[src/rtl/pmem_arbiter_if.sv]
// pmem_arbiter_if: one whole-cacheline memory port.
//   address/read/write/wdata flow from requester to responder,
//   rdata/resp flow back.  A cache (or the arbiter facing memory) uses
//   the master modport; the side that serves lines uses the slave modport.
//   The I-cache port never writes: its write/wdata are tied low by the owner.
interface pmem_arbiter_if #(
    parameter int ADDR_W = 32,
    parameter int LINE_W = 256
);
    logic [ADDR_W-1:0] address;
    logic              read;
    logic              write;
    logic [LINE_W-1:0] wdata;
    logic [LINE_W-1:0] rdata;
    logic              resp;

    modport master (output address, read, write, wdata, input rdata, resp);
    modport slave  (input address, read, write, wdata, output rdata, resp);
endinterface

[src/rtl/pmem_arbiter.sv]
// pmem_arbiter: shares one cacheline memory port between the I-cache and
// the D-cache.  Whole-line transactions are serialised; the response is
// routed back to whichever cache was granted.
//
// Ports:
//   clk, rst  - clock; synchronous active-high reset
//   i_bus     - slave port facing the I-cache (read only)
//   d_bus     - slave port facing the D-cache (read or writeback)
//   mem_bus   - master port facing the cacheline adaptor / main memory
//
// Optional feature (macro ARB_RR_EN):
//   defined   - round-robin on contention, tracked by a last-grant flop
//               that resets to "D" so the I-cache wins the first tie.
//   undefined - fixed D-over-I priority.
module pmem_arbiter #(
    parameter int ADDR_W = 32,
    parameter int LINE_W = 256
) (
    input  logic           clk,
    input  logic           rst,
    pmem_arbiter_if.slave  i_bus,
    pmem_arbiter_if.slave  d_bus,
    pmem_arbiter_if.master mem_bus
);
    typedef enum logic [1:0] {IDLE, I_BUSY, D_BUSY, DONE} state_t;

    state_t            state_q, state_d;
    logic [ADDR_W-1:0] addr_q, addr_d;
    logic [LINE_W-1:0] wdata_q, wdata_d;
    logic              rd_q, rd_d;
    logic              wr_q, wr_d;
    logic              d_pend, i_pend, pick_d;
    logic              i_resp, d_resp, busy;
`ifdef ARB_RR_EN
    logic              last_d_q, last_d_d;  // 1: most recent grant went to D
`endif

    // I port has no write path; these inputs are intentionally ignored.
    logic unused_i_wr;
    assign unused_i_wr = ^{i_bus.write, i_bus.wdata};

    assign d_pend = d_bus.read | d_bus.write;
    assign i_pend = i_bus.read;

`ifdef ARB_RR_EN
    assign pick_d = d_pend & (~i_pend | ~last_d_q);
`else
    assign pick_d = d_pend;
`endif

    always_comb begin
        state_d = state_q;
        addr_d  = addr_q;
        wdata_d = wdata_q;
        rd_d    = rd_q;
        wr_d    = wr_q;
        i_resp  = 1'b0;
        d_resp  = 1'b0;
`ifdef ARB_RR_EN
        last_d_d = last_d_q;
`endif
        case (state_q)
            IDLE: begin
                if (pick_d) begin
                    state_d = D_BUSY;
                    addr_d  = d_bus.address;
                    wdata_d = d_bus.wdata;
                    // read+write together is treated as a writeback
                    wr_d    = d_bus.write;
                    rd_d    = d_bus.read & ~d_bus.write;
`ifdef ARB_RR_EN
                    last_d_d = 1'b1;
`endif
                end else if (i_pend) begin
                    state_d = I_BUSY;
                    addr_d  = i_bus.address;
                    wdata_d = '0;
                    wr_d    = 1'b0;
                    rd_d    = 1'b1;
`ifdef ARB_RR_EN
                    last_d_d = 1'b0;
`endif
                end
            end
            I_BUSY: begin
                if (mem_bus.resp) begin
                    i_resp  = 1'b1;
                    state_d = DONE;
                end
            end
            D_BUSY: begin
                if (mem_bus.resp) begin
                    d_resp  = 1'b1;
                    state_d = DONE;
                end
            end
            // Bubble: a cache still holding its request for one cycle after
            // resp (tag/valid update) must not be re-granted.
            DONE:    state_d = IDLE;
            default: state_d = IDLE;
        endcase
    end

    always_ff @(posedge clk) begin
        if (rst) begin
            state_q <= IDLE;
            addr_q  <= '0;
            wdata_q <= '0;
            rd_q    <= 1'b0;
            wr_q    <= 1'b0;
`ifdef ARB_RR_EN
            last_d_q <= 1'b1;
`endif
        end else begin
            state_q <= state_d;
            addr_q  <= addr_d;
            wdata_q <= wdata_d;
            rd_q    <= rd_d;
            wr_q    <= wr_d;
`ifdef ARB_RR_EN
            last_d_q <= last_d_d;
`endif
        end
    end

    // Memory side only ever sees latched request values.
    assign busy            = (state_q == I_BUSY) || (state_q == D_BUSY);
    assign mem_bus.address = addr_q;
    assign mem_bus.wdata   = wdata_q;
    assign mem_bus.read    = busy & rd_q;
    assign mem_bus.write   = busy & wr_q;

    // Line data goes to both caches; only resp qualifies it.
    assign i_bus.rdata = mem_bus.rdata;
    assign d_bus.rdata = mem_bus.rdata;
    assign i_bus.resp  = i_resp;
    assign d_bus.resp  = d_resp;
endmodule

[src/flat_wrapper.sv]
// flat-port wrapper written by rule: the top's interface ports become plain ports
module pmem_arbiter_flat 
#(
    parameter int ADDR_W = 32,
    parameter int LINE_W = 256
)
  (clk, rst, i_bus_address, i_bus_read, i_bus_write, i_bus_wdata, i_bus_rdata, i_bus_resp, d_bus_address, d_bus_read, d_bus_write, d_bus_wdata, d_bus_rdata, d_bus_resp, mem_bus_address, mem_bus_read, mem_bus_write, mem_bus_wdata, mem_bus_rdata, mem_bus_resp);
  pmem_arbiter_if #(.ADDR_W(ADDR_W), .LINE_W(LINE_W)) i_bus_i ();
  pmem_arbiter_if #(.ADDR_W(ADDR_W), .LINE_W(LINE_W)) d_bus_i ();
  pmem_arbiter_if #(.ADDR_W(ADDR_W), .LINE_W(LINE_W)) mem_bus_i ();
  input  logic clk;
  input  logic rst;
  input wire logic [$bits(i_bus_i.address)-1:0] i_bus_address;
  input wire logic [$bits(i_bus_i.read)-1:0] i_bus_read;
  input wire logic [$bits(i_bus_i.write)-1:0] i_bus_write;
  input wire logic [$bits(i_bus_i.wdata)-1:0] i_bus_wdata;
  output wire logic [$bits(i_bus_i.rdata)-1:0] i_bus_rdata;
  output wire logic [$bits(i_bus_i.resp)-1:0] i_bus_resp;
  input wire logic [$bits(d_bus_i.address)-1:0] d_bus_address;
  input wire logic [$bits(d_bus_i.read)-1:0] d_bus_read;
  input wire logic [$bits(d_bus_i.write)-1:0] d_bus_write;
  input wire logic [$bits(d_bus_i.wdata)-1:0] d_bus_wdata;
  output wire logic [$bits(d_bus_i.rdata)-1:0] d_bus_rdata;
  output wire logic [$bits(d_bus_i.resp)-1:0] d_bus_resp;
  output wire logic [$bits(mem_bus_i.address)-1:0] mem_bus_address;
  output wire logic [$bits(mem_bus_i.read)-1:0] mem_bus_read;
  output wire logic [$bits(mem_bus_i.write)-1:0] mem_bus_write;
  output wire logic [$bits(mem_bus_i.wdata)-1:0] mem_bus_wdata;
  input wire logic [$bits(mem_bus_i.rdata)-1:0] mem_bus_rdata;
  input wire logic [$bits(mem_bus_i.resp)-1:0] mem_bus_resp;
  assign i_bus_i.address = i_bus_address;
  assign i_bus_i.read = i_bus_read;
  assign i_bus_i.write = i_bus_write;
  assign i_bus_i.wdata = i_bus_wdata;
  assign i_bus_rdata = i_bus_i.rdata;
  assign i_bus_resp = i_bus_i.resp;
  assign d_bus_i.address = d_bus_address;
  assign d_bus_i.read = d_bus_read;
  assign d_bus_i.write = d_bus_write;
  assign d_bus_i.wdata = d_bus_wdata;
  assign d_bus_rdata = d_bus_i.rdata;
  assign d_bus_resp = d_bus_i.resp;
  assign mem_bus_address = mem_bus_i.address;
  assign mem_bus_read = mem_bus_i.read;
  assign mem_bus_write = mem_bus_i.write;
  assign mem_bus_wdata = mem_bus_i.wdata;
  assign mem_bus_i.rdata = mem_bus_rdata;
  assign mem_bus_i.resp = mem_bus_resp;
  pmem_arbiter #(.ADDR_W(ADDR_W), .LINE_W(LINE_W)) u_core (.clk(clk), .rst(rst), .i_bus(i_bus_i), .d_bus(d_bus_i), .mem_bus(mem_bus_i));
endmodule
[config.mk]
export PLATFORM = sky130hd
export DESIGN_NAME = pmem_arbiter_flat
export DESIGN_NICKNAME = d
export VERILOG_FILES = /design/src/rtl/pmem_arbiter_if.sv /design/src/rtl/pmem_arbiter.sv /design/src/flat_wrapper.sv
export SDC_FILE = /design/constraint.sdc
export NUM_CORES = 1
export LEC_CHECK = 0
export BUFFER_PORTS_ARGS = -buffer_cell sky130_fd_sc_hd__buf_2
export CORE_AREA = 2 2 632 634
export CTS_BUF_LIST = sky130_fd_sc_hd__clkbuf_8
export CTS_CLUSTER_DIAMETER = 30
export DETAILED_ROUTE_END_ITERATION = 10
export DIE_AREA = 0 0 634 636
export GPL_ROUTABILITY_DRIVEN = 0
export PLACE_DENSITY = 0.3
export SYNTH_ARGS = -nofsm -noshare
export SYNTH_HDL_FRONTEND = slang
export SYNTH_SLANG_ARGS = --single-unit
[constraint.sdc]
create_clock -name clk -period 2.2 [get_ports clk]
set_input_delay 0.44 -clock clk [delete_from_list [all_inputs] [get_ports clk]]
set_output_delay 0.44 -clock clk [all_outputs]
set_load 0.05 [all_outputs]
### After elaboration in Yosys (flattened, before gate mapping)

Index checks and enable logic that the tools add are counted.

| word-level totals | value |
|---|---|
| word-level logic and storage cells | 36 |
| bits in latches | 0 |
| memories | 0 |
| output and inout port bits | 804 |
| memory bits (writable) | 0 |
| ROM bits | 0 |
| register bits after elaboration | 292 |

| operators by class | value |
|---|---|
| bitwise operators | 5 |
| $lt $le $gt $ge | 0 |
| $add $sub $neg | 0 |
| reduce and logical (&&, ||, !) cells | 6 |
| muxes and demuxes | 15 |
| $mul | 0 |
| equal/unequal tests | 5 |
| divide/modulo/power cells | 0 |
| shift-type cells | 0 |

Operator list:

| cell | count |
|---|---|
| 256-bit 2-to-1 mux | 2 |
| 32-bit 2-to-1 mux | 2 |
| 1-bit 2-to-1 mux | 7 |
| 2-bit 2-to-1 mux | 3 |
| 2-bit one-hot mux with 3 select lines | 1 |
| 2-bit == test (second input constant) | 2 |
| 2-bit AND reduction | 2 |
| 1-bit bitwise AND | 3 |
| 3-bit by 2-bit inequality test with 1-bit output (second input constant) | 1 |
| 2-bit by 1-bit == test with 1-bit output (second input constant) | 1 |
| 2-bit zero test | 1 |
| 2-bit by 1-bit inequality test with 1-bit output (second input constant) | 1 |
| 2-bit nonzero test | 1 |
| 2-bit OR reduction | 1 |
| 1-bit logical OR | 1 |
| 1-bit NOT | 1 |
| 1-bit OR | 1 |

### Longest topological paths before layout

| depth | value |
|---|---|
| word-level depth | 4 |
| mapped depth | 7 |
| mapped depth without buffers | 5 |

### Worst setup path before layout

OpenSTA, ideal clock, no wires.

| timing | value |
|---|---|
| path kind | reg2out |
| from | register u_core.state_q[0] |
| to | output mem_bus_read |
| setup slack | 605 ps |
| path buffers | 0 |
| arrival | 1155 ps |
| stages on the path, launching flop included | 4 |
| data required time | 1760 ps |
| cells stage by stage | dfxtp_1 > inv_1 > ha_1 > and2_1 |

| between the ends | value |
|---|---|
| longest elaborated chain between the ends | 3 |

RTL lines:

| item | line | RTL |
|---|---|---|
| start, declared | pmem_arbiter.sv:27 | `state_t state_q, state_d;` |
| start signal, assigned | pmem_arbiter.sv:115 | `state_q <= state_d;` |
| 2-bit by 1-bit == test with 1-bit output / 2-bit == test (equally long branches) | pmem_arbiter.sv:127 | `assign busy = (state_q == I_BUSY) \|\| (state_q == D_BUSY);` |
| 1-bit logical OR (*) | pmem_arbiter.sv:127 |  |
| 1-bit bitwise AND (*) | pmem_arbiter.sv:130 | `assign mem_bus.read = busy & rd_q;` |
| end, declared | flat_wrapper.sv:26 | `output wire logic [$bits(mem_bus_i.read)-1:0] mem_bus_read;` |

Mark *: on every way between the ends. The rest lies on a longest branch, timed or not.

### Worst setup path in the final report

| timing | value |
|---|---|
| from | register u_core.state_q[1] |
| to | output mem_bus_read |

Same word-level chain as after synthesis.

==> run metrics <==
outcome finished with violations; failing checks setup timing; Final setup viols 4; multiplexer share of the synthesized area 0%; pin count of the biggest net entering global routing 52; final net count 2645; maxcap violations 0; Cell Chain, Critical Path inv_4, ha_4, and2_4, buf_12; cell area after synthesis 0.0134 sq mm; Worst EP required 1760 ps; Setup crit start kind flop; Final Hold Fails 0; clk buf depth 4; Final ANT Viol Nets 0; Slew headroom 62.8%; critical path class reg2out; EDFF count, synth 0; DIE AREA 0.403 sq mm; synthesized area per cell 10.3 sq um; peak fanout along the critical path 4; Syn Nets 2139; vias per cell 1.77; Setup Skew 154 ps; Multi-input gate area 0.00319 sq mm; largest family of logic cells by synthesized area buffers and inverters; Worst setup EP type output pin; CTS root buffer clkbuf_8; Clock Sinks 292; aggregate routed wire length 182000 um; clock power share 29.8%; Port Buffers 617; Achievable Freq 442 MHz; Placeable Area 0.397 sq mm; maximum vdd drop 0.000471 V; Sequential Power Share 23.3%; GRT Residual Overflow 0; post-route setup slack -63.7 ps; Synth Area in Simple Gates 2.66%; cells after synthesis 1296; Post-synth top flop dfxtp_1; DRC viols 0; WHS 165 ps; worst-margin pin slew 557 ps; Post-DP HPWL 167000 um; post-synthesis register bit count 292; Distinct cells, synth 24; switching pwr 15.9 mW; most common cell in the netlist buf_4; Initial Utilization 3.37%; Final Util 6.38%; post-route cell area 0.0253 sq mm; xor/xnor share of the synthesized area 0%; Buf/Inv on CP 2; Area contributors post-synth dfxtp_1 44%, buf_4 29%, a22o_1 17%; layout cells sized above 1 45.2%; Pint 17.6 mW; TritonCTS buffer count 97; RSZ-0062 raised after global routing true; CTS tree yes; clk slew on worst S/H paths 40 ps; post-synth top area cell dfxtp_1; area post-placement 0.0193 sq mm; die width 634 um; area fraction of the dominant cell type after synthesis 43.7%; vias in the first global route 12600; first-pass GRT wire length 208000 um; H-tree levels 3; clock latency on the worst-skew pair 960 ps; Post-Synth Adder-Cell Area 0.374%; PwrDens 1320 mW/mm^2; crit-path max cell delay 340 ps; worst min-delay path class in2reg; Comb pwr share 46.9%; Synth warnings 0; complex-gate fraction of the synthesized area 20.5%; Layout Cells excl Fill 7141; Synth top cells by count 513 x buf_4, 292 x dfxtp_1, 256 x a22o_1; gr usage total 8.69%; Leak 9.35 nW; Max Slew Vio Count 0; min cycle time layout 2260 ps; initial antenna violation count 145; drt first pass iters 7; DRT iter0 DRCs 617; switching part of the total 47.5%; Seq/Total Area, Yosys 43.7%; I/O pin cnt 1643; final period utilization 103%; placed cell count 6641; Routed WL per cell 25.5 um; P&R area growth vs syn 89.3%; row count 232; CP max-delay cell dfxtp_2; routed via count 12600; CP delay by family, top flip-flops; layout filler cell count 46700; register area 0.00586 sq mm; Async SR Flop Fraction 0%; CP arrival 1820 ps; Die Y 636 um
==> power groups by stage <==
stage | registers [mW] | clock network [mW] | logic [mW]
finish | 7.80 | 10.0 | 15.7
global route | 7.99 | 10.6 | 16.9
CTS | 7.83 | 10.4 | 16.4
detailed placement | 7.83 | 0 | 14.8
global placement | 7.78 | 0 | 14.8
floorplan | 12.5 | 0 | 5.44
==> logic make-up after synthesis <==
| family | after synthesis |
|---|---|
| compound gates | 327 |
| buf+inv | 593 |
| fa+ha+maj | 4 |
| flops | 292 |
| simple gates | 80 |
==> worst register-to-register path: stages, from the launching register on <==
cell and delay (ps):
dfxtp_2 320, inv_2 70, ha_4 150, o31a_4 200, buf_12 180, buf_4 160, nor2_1 40, a311oi_1 250
dlygate4sd3_1 590
==> area by class of cell <==
cell class	count	area share (%)
Clock inverter	46	2.26
Sequential cell	292	23.1
Timing Repair Buffer	997	29.4
Antenna cell	7	0.0691
Inverter	3	0.0543
Tap cell	5265	26.0
Multi-Input combinational cell	411	12.6
Clock buffer	120	6.52
==> metal layers <==
layer / routed length [um] / track usage (%)
met5: 215 / 0.454
met1: 51100 / 6.86
met2: 80300 / 13.9
met4: 6690 / 2.30
met3: 44000 / 9.76
==> state kept, by name, summed over array words and instances, names as in the netlist <==
name,count
u_core.state_q,2
u_core.wr_q,1
u_core.rd_q,1
u_core.mem_bus.address,32
u_core.mem_bus.wdata,256
==> layout by cell type, fill, tap and decap left out, types with 2 or more instances in the layout <==
cell / synthesis / routed
a22o_1: 256 / 256
and2_4: 0 / 4
dlygate4sd3_1: 0 / 322
dfxtp_2: 0 / 8
buf_4: 513 / 144
a311oi_1: 33 / 33
inv_1: 3 / 18
buf_8: 0 / 3
buf_6: 27 / 22
nor2_1: 34 / 34
o21ai_0: 32 / 32
buf_2: 34 / 483
nand2b_1: 2 / 2
clkinv_2: 0 / 12
nand2_1: 34 / 34
clkbuf_8: 0 / 120
diode_2: 0 / 7
a21oi_1: 3 / 3
ha_1: 4 / 2
buf_12: 0 / 22
dfxtp_1: 292 / 284
bufinv_16: 0 / 14
==> path summary, 6_finish.rpt <==
| path | startpoint | endpoint | slack [ps] | cells after the start |
|---|---|---|---|---|
| max | u_core.state_q[1]$_SDFFE_PP0P_ | mem_bus_read | -60 | 4 |
| min | d_bus_write | u_core.wr_q$_SDFFE_PP0P_ | 160 | 4 |
| max reg2reg | u_core.state_q[0]$_SDFFE_PP0P_ | u_core.mem_bus.address[8]$_SDFFE_PP0P_ | 160 | 8 |
| min reg2reg | u_core.mem_bus.wdata[164]$_SDFFE_PP0P_ | u_core.mem_bus.wdata[164]$_SDFFE_PP0P_ | 470 | 1 |
==> repair_timing <==
action / in CTS / in global routing
gates resized for setup: 181 / 3
buffers inserted: 4 / 1
setup endpoints to repair: 133 / 7
hold buffers: 322 / 0
hold endpoints to repair: 289 / 0
pin swaps: 2 / 2
==> stage by stage <==
step | setup TNS, ps | power [mW] | setup slack [ps]
floorplan | 0 | 18.0 | 605
global placement | 0 | 22.5 | 18.7
detailed placement | -32.3 | 22.6 | -9.45
CTS | -828 | 34.6 | -250
global route | -757 | 35.5 | -215
finish | -132 | 33.5 | -63.7
(Power assumes the default switching activity.)
